===== src/rtl/mdu_hilo.sv =====
// Multi-cycle multiply/divide unit with architectural HI/LO registers.
// Multiply is a fixed-latency product; divide is restoring radix-2, one quotient bit per cycle.
module mdu_hilo #(
    parameter int unsigned WIDTH       = 32,
    parameter int unsigned MUL_LATENCY = 2
) (
    input  logic             clk,
    input  logic             rst,
    input  logic             start_i,
    input  logic [2:0]       op_i,
    input  logic [WIDTH-1:0] srca_i,
    input  logic [WIDTH-1:0] srcb_i,
    input  logic             flush_i,
    output logic             busy_o,
    output logic             done_o,
    output logic [WIDTH-1:0] hi_o,
    output logic [WIDTH-1:0] lo_o
);
    localparam int unsigned CntMax = (WIDTH > MUL_LATENCY) ? WIDTH : MUL_LATENCY;
    localparam int unsigned CntW   = $clog2(CntMax);

    localparam logic [1:0] StIdle = 2'd0;
    localparam logic [1:0] StMul  = 2'd1;
    localparam logic [1:0] StDiv  = 2'd2;
    localparam logic [1:0] StFix  = 2'd3;

    localparam logic [2:0] OpMult  = 3'd0;
    localparam logic [2:0] OpMultu = 3'd1;
    localparam logic [2:0] OpDiv   = 3'd2;
    localparam logic [2:0] OpDivu  = 3'd3;
    localparam logic [2:0] OpMthi  = 3'd4;
    localparam logic [2:0] OpMtlo  = 3'd5;

    logic [1:0]         state_q, state_d;
    logic [CntW-1:0]    cnt_q, cnt_d;
    logic [WIDTH-1:0]   a_q, a_d;
    logic [WIDTH-1:0]   b_q, b_d;
    logic [WIDTH-1:0]   rem_q, rem_d;
    logic [WIDTH-1:0]   hi_q, hi_d;
    logic [WIDTH-1:0]   lo_q, lo_d;
    logic               sgn_q, sgn_d;
    logic               qneg_q, qneg_d;
    logic               rneg_q, rneg_d;
    logic               dz_q, dz_d;
    logic               done_q, done_d;

    logic               idle, accept, div_signed, ge;
    logic [2*WIDTH-1:0] mul_a, mul_b, prod;
    logic [WIDTH:0]     trial, diff;

    assign idle   = (state_q == StIdle);
    assign accept = start_i & ~flush_i & idle;

    // Sign-extending both operands to 2*WIDTH makes the truncated product correct for MULT.
    assign mul_a = {{WIDTH{sgn_q & a_q[WIDTH-1]}}, a_q};
    assign mul_b = {{WIDTH{sgn_q & b_q[WIDTH-1]}}, b_q};
    assign prod  = mul_a * mul_b;

    // a_q doubles as the dividend shift register and collects quotient bits from the LSB.
    assign trial = {rem_q, a_q[WIDTH-1]};
    assign diff  = trial - {1'b0, b_q};
    assign ge    = (trial >= {1'b0, b_q});

    always_comb begin
        state_d    = state_q;
        cnt_d      = cnt_q;
        a_d        = a_q;
        b_d        = b_q;
        rem_d      = rem_q;
        hi_d       = hi_q;
        lo_d       = lo_q;
        sgn_d      = sgn_q;
        qneg_d     = qneg_q;
        rneg_d     = rneg_q;
        dz_d       = dz_q;
        done_d     = 1'b0;
        div_signed = (op_i == OpDiv);

        unique case (state_q)
            StIdle: begin
                if (accept) begin
                    case (op_i)
                        OpMult, OpMultu: begin
                            a_d     = srca_i;
                            b_d     = srcb_i;
                            sgn_d   = (op_i == OpMult);
                            cnt_d   = CntW'(MUL_LATENCY - 1);
                            state_d = StMul;
                        end
                        OpDiv, OpDivu: begin
                            a_d     = (div_signed & srca_i[WIDTH-1]) ? -srca_i : srca_i;
                            b_d     = (div_signed & srcb_i[WIDTH-1]) ? -srcb_i : srcb_i;
                            qneg_d  = div_signed & (srca_i[WIDTH-1] ^ srcb_i[WIDTH-1]);
                            rneg_d  = div_signed & srca_i[WIDTH-1];
                            dz_d    = (srcb_i == '0);
                            rem_d   = '0;
                            cnt_d   = CntW'(WIDTH - 1);
                            state_d = StDiv;
                        end
                        OpMthi:  hi_d = srca_i;
                        OpMtlo:  lo_d = srca_i;
                        default: ;
                    endcase
                end
            end
            StMul: begin
                cnt_d = cnt_q - 1'b1;
                if (cnt_q == '0) begin
                    hi_d    = prod[2*WIDTH-1:WIDTH];
                    lo_d    = prod[WIDTH-1:0];
                    done_d  = 1'b1;
                    state_d = StIdle;
                end
            end
            StDiv: begin
                rem_d = ge ? diff[WIDTH-1:0] : trial[WIDTH-1:0];
                a_d   = {a_q[WIDTH-2:0], ge};
                cnt_d = cnt_q - 1'b1;
                if (cnt_q == '0) begin
                    state_d = StFix;
                end
            end
            StFix: begin
                // With a zero divisor the remainder is |a|; the sign fix restores the raw dividend.
                lo_d    = dz_q ? '1 : (qneg_q ? -a_q : a_q);
                hi_d    = rneg_q ? -rem_q : rem_q;
                done_d  = 1'b1;
                state_d = StIdle;
            end
            default: state_d = StIdle;
        endcase

        if (flush_i) begin
            state_d = StIdle;
            hi_d    = hi_q;
            lo_d    = lo_q;
            done_d  = 1'b0;
        end
    end

    always_ff @(posedge clk) begin
        if (rst) begin
            state_q <= StIdle;
            cnt_q   <= '0;
            a_q     <= '0;
            b_q     <= '0;
            rem_q   <= '0;
            hi_q    <= '0;
            lo_q    <= '0;
            sgn_q   <= 1'b0;
            qneg_q  <= 1'b0;
            rneg_q  <= 1'b0;
            dz_q    <= 1'b0;
            done_q  <= 1'b0;
        end else begin
            state_q <= state_d;
            cnt_q   <= cnt_d;
            a_q     <= a_d;
            b_q     <= b_d;
            rem_q   <= rem_d;
            hi_q    <= hi_d;
            lo_q    <= lo_d;
            sgn_q   <= sgn_d;
            qneg_q  <= qneg_d;
            rneg_q  <= rneg_d;
            dz_q    <= dz_d;
            done_q  <= done_d;
        end
    end

    assign busy_o = ~idle | (accept & ~op_i[2]);
    assign done_o = done_q;
    assign hi_o   = hi_q;
    assign lo_o   = lo_q;

endmodule


===== config.mk =====
export PLATFORM = sky130hd
export DESIGN_NAME = mdu_hilo
export DESIGN_NICKNAME = d
export VERILOG_FILES = /design/src/rtl/mdu_hilo.sv
export SDC_FILE = /design/constraint.sdc
export NUM_CORES = 2
export LEC_CHECK = 0
export ABC_AREA = 1
export CAP_MARGIN = 15
export CELL_PAD_IN_SITES_DETAIL_PLACEMENT = 2
export CELL_PAD_IN_SITES_GLOBAL_PLACEMENT = 2
export CORE_ASPECT_RATIO = 0.75
export CORE_MARGIN = 5
export CORE_UTILIZATION = 42
export DETAILED_ROUTE_END_ITERATION = 10
export HOLD_SLACK_MARGIN = 0.05
export PLACE_DENSITY = 0.95
export SYNTH_ARGS = -nofsm -noshare
export SYNTH_HDL_FRONTEND = slang
export SYNTH_SLANG_ARGS = --single-unit

===== constraint.sdc =====
create_clock -name clk -period 19.4 [get_ports clk]
set_clock_uncertainty 0.2 [all_clocks]
set_input_delay 2.91 -clock clk [delete_from_list [all_inputs] [get_ports clk]]
set_output_delay 2.91 -clock clk [all_outputs]
set_load 0.1 [all_outputs]

; Yosys cells after proc, flatten, opt, wreduce, memory -nomap -nowiden
; Index checks and enable logic that the tools add are counted.
[word_totals]
register_bits = 172
inputBits = 71
output_inout_bits = 66
[op_classes]
add_sub_neg = 6
n_mul = 1
order_cmp = 1
eq_ne = 15
muxes = 31
bitwise = 13
n_reduce_logical = 21
[ops]
columns = operator, n
row1 = $mux 32, 15
row2 = $pmux 32 s2, 4
row3 = $pmux 32 s3, 2
row4 = $neg 32->32, 4
row5 = $mul 33x33->64, 1
row6 = $ge 33x32->1, 1
row7 = $logic_not 32->1, 1
row8 = $sub 32x32->32, 1
row9 = $pmux 5 s2, 2
row10 = $reduce_and 3->1, 6
row11 = $reduce_and 5->1, 2
row12 = $and 1x1->1, 8
row13 = $ne 2x1->1 const B, 4
row14 = $pmux 2 s4, 1
row15 = $reduce_or 2->1, 4
row16 = $eq 3x2->1 const B, 2
row17 = $eq 3x3->1 const B, 2
row18 = $mux 2, 3
row19 = $reduce_bool 2->1, 3
row20 = $logic_not 5->1, 1
row21 = $mux 5, 1
row22 = $sub 5x1->5 const B, 1
row23 = $eq 2x2->1 const B, 2
row24 = $ne 2x2->1 const B, 2
row25 = 13 further kinds, 15

; Logic depth before layout (Yosys ltp)
[depth]
depth_word = 6
mapped_depth = 35

; Least setup slack after synthesis
; Ideal clock, no wire load.
[synth_path]
path_kind = reg2reg
start = register a_q[31]
end = register hi_q[31] (netlist: hi_o[31])
setup_time_ps = 71
t_arrival_ps = 7471
slack_ps = 11658
path_stages_with_launch = 30
path_buffers = 3
period_less_slack_ps = 7742
cell_sequence = dfxtp_1 -> clkbuf_1 -> nand2_1 -> clkbuf_1 -> buf_1 -> nor2_1 -> fa_1 -> inv_1 -> fa_1 -> inv_1 -> fa_1 -> inv_1 -> fa_1 -> fa_1 -> inv_1 -> fa_1 -> inv_1 -> fa_1 -> fa_1 -> inv_1 -> ha_1 -> nand2_1 -> nor3_1 -> and3b_1 -> nand2_1 -> nand2_1 -> inv_1 -> nand2_1 -> nand3_1 -> a21oi_1
[synth_between]
elab_chain_len = 4
[synth_rtl]
columns = item, line
row1 = start: declaration, 36  ; logic [WIDTH-1:0] a_q, a_d;
row2 = start signal: assignment, 145  ; a_q <= '0;
row3 = start signal: assignment, 158  ; a_q <= a_d;
row4 = $and 1x1->1, 55  ; assign mul_a = {{WIDTH{sgn_q & a_q[WIDTH-1]}}, a_q};
row5 = $mul 33x33->64 *, 57  ; assign prod = mul_a * mul_b;
row6 = $mux 32 *, 108  ; if (cnt_q == '0) begin
row7 = $pmux 32 s3 *, 79  ; unique case (state_q)
row8 = end signal: assignment, 161  ; hi_q <= hi_d;
row9 = end: declaration, 39  ; logic [WIDTH-1:0] hi_q, hi_d;
; Mark *: on every way between the ends. The rest lies on a longest branch, timed or not. The select of a mux whose other input is x is not followed.
; A chain may end at the register's enable or synchronous reset.

; Final worst setup path
[layout_path]
start = register b_q[7]
end = register lo_q[30] (netlist: lo_o[30])
[layout_between]
elab_chain_len = 3
[layout_rtl]
columns = item, line
row1 = start: declaration, 37  ; logic [WIDTH-1:0] b_q, b_d;
row2 = start signal: assignment, 146  ; b_q <= '0;
row3 = start signal: assignment, 159  ; b_q <= b_d;
row4 = $mul 33x33->64, 57
row5 = $mux 32, 108
row6 = $pmux 32 s3, 79
row7 = end signal: assignment, 162  ; lo_q <= lo_d;
row8 = end: declaration, 40  ; logic [WIDTH-1:0] lo_q, lo_d;
; Every way passes these cells. The select of a mux whose other input is x is not followed.

==> impl_metrics.yaml <==
run_status:
  run_status: "finished clean"
route:
  dr_wl_met3_mm: 32.7
  drc_errors: 0
  wl_met1_mm: 110
  antenna_left: 0
  detailedRoute.firstPassIterationCount: 6
  drt-total-wl_mm: 310
  drc_violation_total_after_the_first_tritonroute_iteration: 5886
  vias_per_cell: 6.05
  routed.top_layer: "met5"
  avgRoutedWirePerCell_um: 34.1
  vias: 55100
  met2_wirelength_mm: 140
critical_path:
  regToRegEndpoint: "lo_o[30]"
  critical_path.reg2reg.startpoint: "b_q[7]"
  startpoint_type: "flip-flop"
  critical_path_class: "reg -> reg"
  required_worst_endpoint_ns: 19.63
  critPathSlowestCell: "sky130_fd_sc_hd__fa_1"
  r2r_slack_ns: 9.20
  r2r_cells: 28
  crit_arrival_ns: 10.43
  crit_path_end_kind: "flip-flop"
  worstPathMaxFanout: 33
  slowest_delay_ns: 0.84
final_layout:
  mostFrequentLayoutCell: "sky130_fd_sc_hd__nand2_1"
  layout-area-overhead-vs-synth_pct: 6.21
  instances_no_fill: 9095
  fin_nets: 8840
  postLayoutCoreUtil: 0.447
  most-common-layout-cells: "sky130_fd_sc_hd__nand2_1 (1956), sky130_fd_sc_hd__inv_1 (1951), sky130_fd_sc_hd__fa_1 (1126), sky130_fd_sc_hd__nor2_1 (428), sky130_fd_sc_hd__a21oi_1 (317)"
  finalInstanceArea_um2: 57400
  drive_above_1_share: 0.0299
place:
  hpwl_mm: 253
  gp_congestion: 1.00
  number_of_i_o_port_buffers: 136
  numPlacedInstances: 9051
  post_detailed_placement_cell_area_um2: 56800
flow_run:
  max-cap-violations: 0
min_path:
  hold-path-endpoint: "a_q[13]"
  whs_path_depth: 2
  hold_class: "reg -> reg"
  hold_start: "a_q[13]"
clocking:
  cts_inserted_buffers: 17
  post_cts_buffers: 0
  clock-sinks: 172
  postCtsResizedCells: 0
  post_cts_hold_buffer_count: 0
  clk_pin_slew_ns: 0.09
  clk_root_buffer_cell: "sky130_fd_sc_hd__clkbuf_16"
  tritoncts: "yes"
  max-clock-path-buffers: 2
  worst_skew_pair.late_latency_ns: 0.53
  h-tree-depth: 4
grt:
  grt_start_max_net_pins: 66
  groute.usage.overall: 0.456
  overflow: 0
  via_count_of_the_first_global_routing_pass: 63800
  initial_antenna_violation_count: 28
  global_route_wire_length_before_repair_mm: 446
synthesis:
  netlist.area_leader.share: 0.417
  synth_instances: 7494
  synth_area_leader_cell: "sky130_fd_sc_hd__fa_1"
  yosysSeqAreaShare: 0.0637
  syn_area_um2: 54100
  netlist_top_cells_area: "sky130_fd_sc_hd__fa_1 (42%), sky130_fd_sc_hd__nand2_1 (14%), sky130_fd_sc_hd__inv_1 (14%), sky130_fd_sc_hd__dfxtp_1 (6.4%), sky130_fd_sc_hd__ha_1 (5.9%)"
  synth_fp_nets: 8946
  post_synthesis_cell_type_count: 51
  postSynthAreaPerCell_um2: 7.21
  yosysWarningCount: 0
  synth-seq-cells: 172
power:
  power.total_mw: 1.45
  power-per-cell-area_nw_per_um2: 25.2
  max-vdd-ir-drop_v: 0.0000598
  p_leak_nw: 31.3
sta:
  tns_ns: 0
  timing_worst_slew_pin_value_ns: 1.20
  final.period_utilization: 0.526
  setup_viol: 0
  achievable-frequency_mhz: 98.0
  timing.final.max_slew_violations: 0
  maxSlewHeadroom: 0.200
  period_minus_slack_ns: 10.20
  hold_violations: 0
  grt_setup_unrepaired: "false"
die:
  die-width_um: 424
  die_height_um: 321
  fp-row-count: 114
  core_box_area_um2: 128000
  starting_density_of_the_core: 0.421
  io-pin-count: 137
  die_area_um2: 136000
sequential cells by signal (all words and copies together), names as in the netlist, 2 cells and up:
name     cells
a_q         32
b_q         32
hi_o        32
lo_o        32
rem_q       32
cnt_q        5
state_q      2
layer usage:
metal | vias to the layer above | global-route usage
met5 | - | 0
met4 | 22 | 0.324
met3 | 1558 | 0.138
met2 | 3701 | 0.726
met1 | 28200 | 0.527
li1 | 21600 | -
per-stage QoR:
stage	worst slack, ns	hold WS, ns
2_1_floorplan	11.66	0.268
6_report	9.20	0.275
3_5_place_dp	9.77	0.268
4_1_cts	9.75	0.279
3_3_place_gp	10.32	0.253
5_1_grt	9.20	0.301
critical path: cells and delay by family (launching register included):
family,cells,cell delay [ns]
buffers and inverters,9,1.57
flip-flops,1,0.37
AND/OR/NAND/NOR,8,1.76
AO/OA/AOI/OAI,2,1.04
adder cells (fa/ha/maj),9,5.11
Yosys cell counts, drive strengths merged:
library cell and n:
nor3 74, a21o 3, nor2 445, clkinv 1, nand4 49, o31ai 10
a31oi 9, nand3 297, clkbuf 247, o21a 14, nand2 1960, nor3b 3
dfxtp 172, xnor2 26, a41oi 3, o21ai 247, nor4 6, a21oi 321
a211oi 9, or2 7, o21bai 20, and3 2, fa 1126, and2 1
and3b 1, buf 109, a221oi 4, nand3b 14, o211ai 23, a311oi 4
inv 1968, o221ai 13, ha 255, a21boi 3, o211a 1, xor2 47
final cells by class:
class	instances	area, um2
Sequential cell	172	3460
Fill cell	15200	71000
Tap cell	1682	2100
Timing Repair Buffer	231	2070
Clock buffer	20	457
Multi-Input combinational cell	4997	41800
Antenna cell	12	30.0
Inverter	1969	7390
Clock inverter	12	104
how the worst max path moves through the flow:
| stage | startpoint | cells past startpoint | slack, ns | endpoint |
|---|---|---|---|---|
| floorplan | a_q[31] | 29 | 11.66 | hi_o[31] |
| global placement | sgn_q | 25 | 10.32 | hi_o[21] |
| detailed placement | sgn_q | 26 | 9.77 | hi_o[23] |
| CTS | sgn_q | 28 | 9.75 | hi_o[29] |
| global route | b_q[7] | 28 | 9.20 | lo_o[30] |
| finish | b_q[7] | 28 | 9.20 | lo_o[30] |
where the power goes:
group	internal, mW	switching [mW]	total [mW]
sequential	0.366	0.0198	0.386
combinational	0.176	0.511	0.687
clock	0.174	0.202	0.376
cells by family (layout without fill, tap and decap cells):
logic type	Yosys count	count (layout)	synth area share
and+or+nand+nor	2859	2859	0.215
other	0	12	0
adders and majority gates	1381	1381	0.476
buffers and inverters	2325	2232	0.163
DFF	172	172	0.0637
AOI/OAI and AO/OA	684	684	0.0697
xor gates and xnor gates	73	73	0.0118
Power figures use the tool's default switching activity.
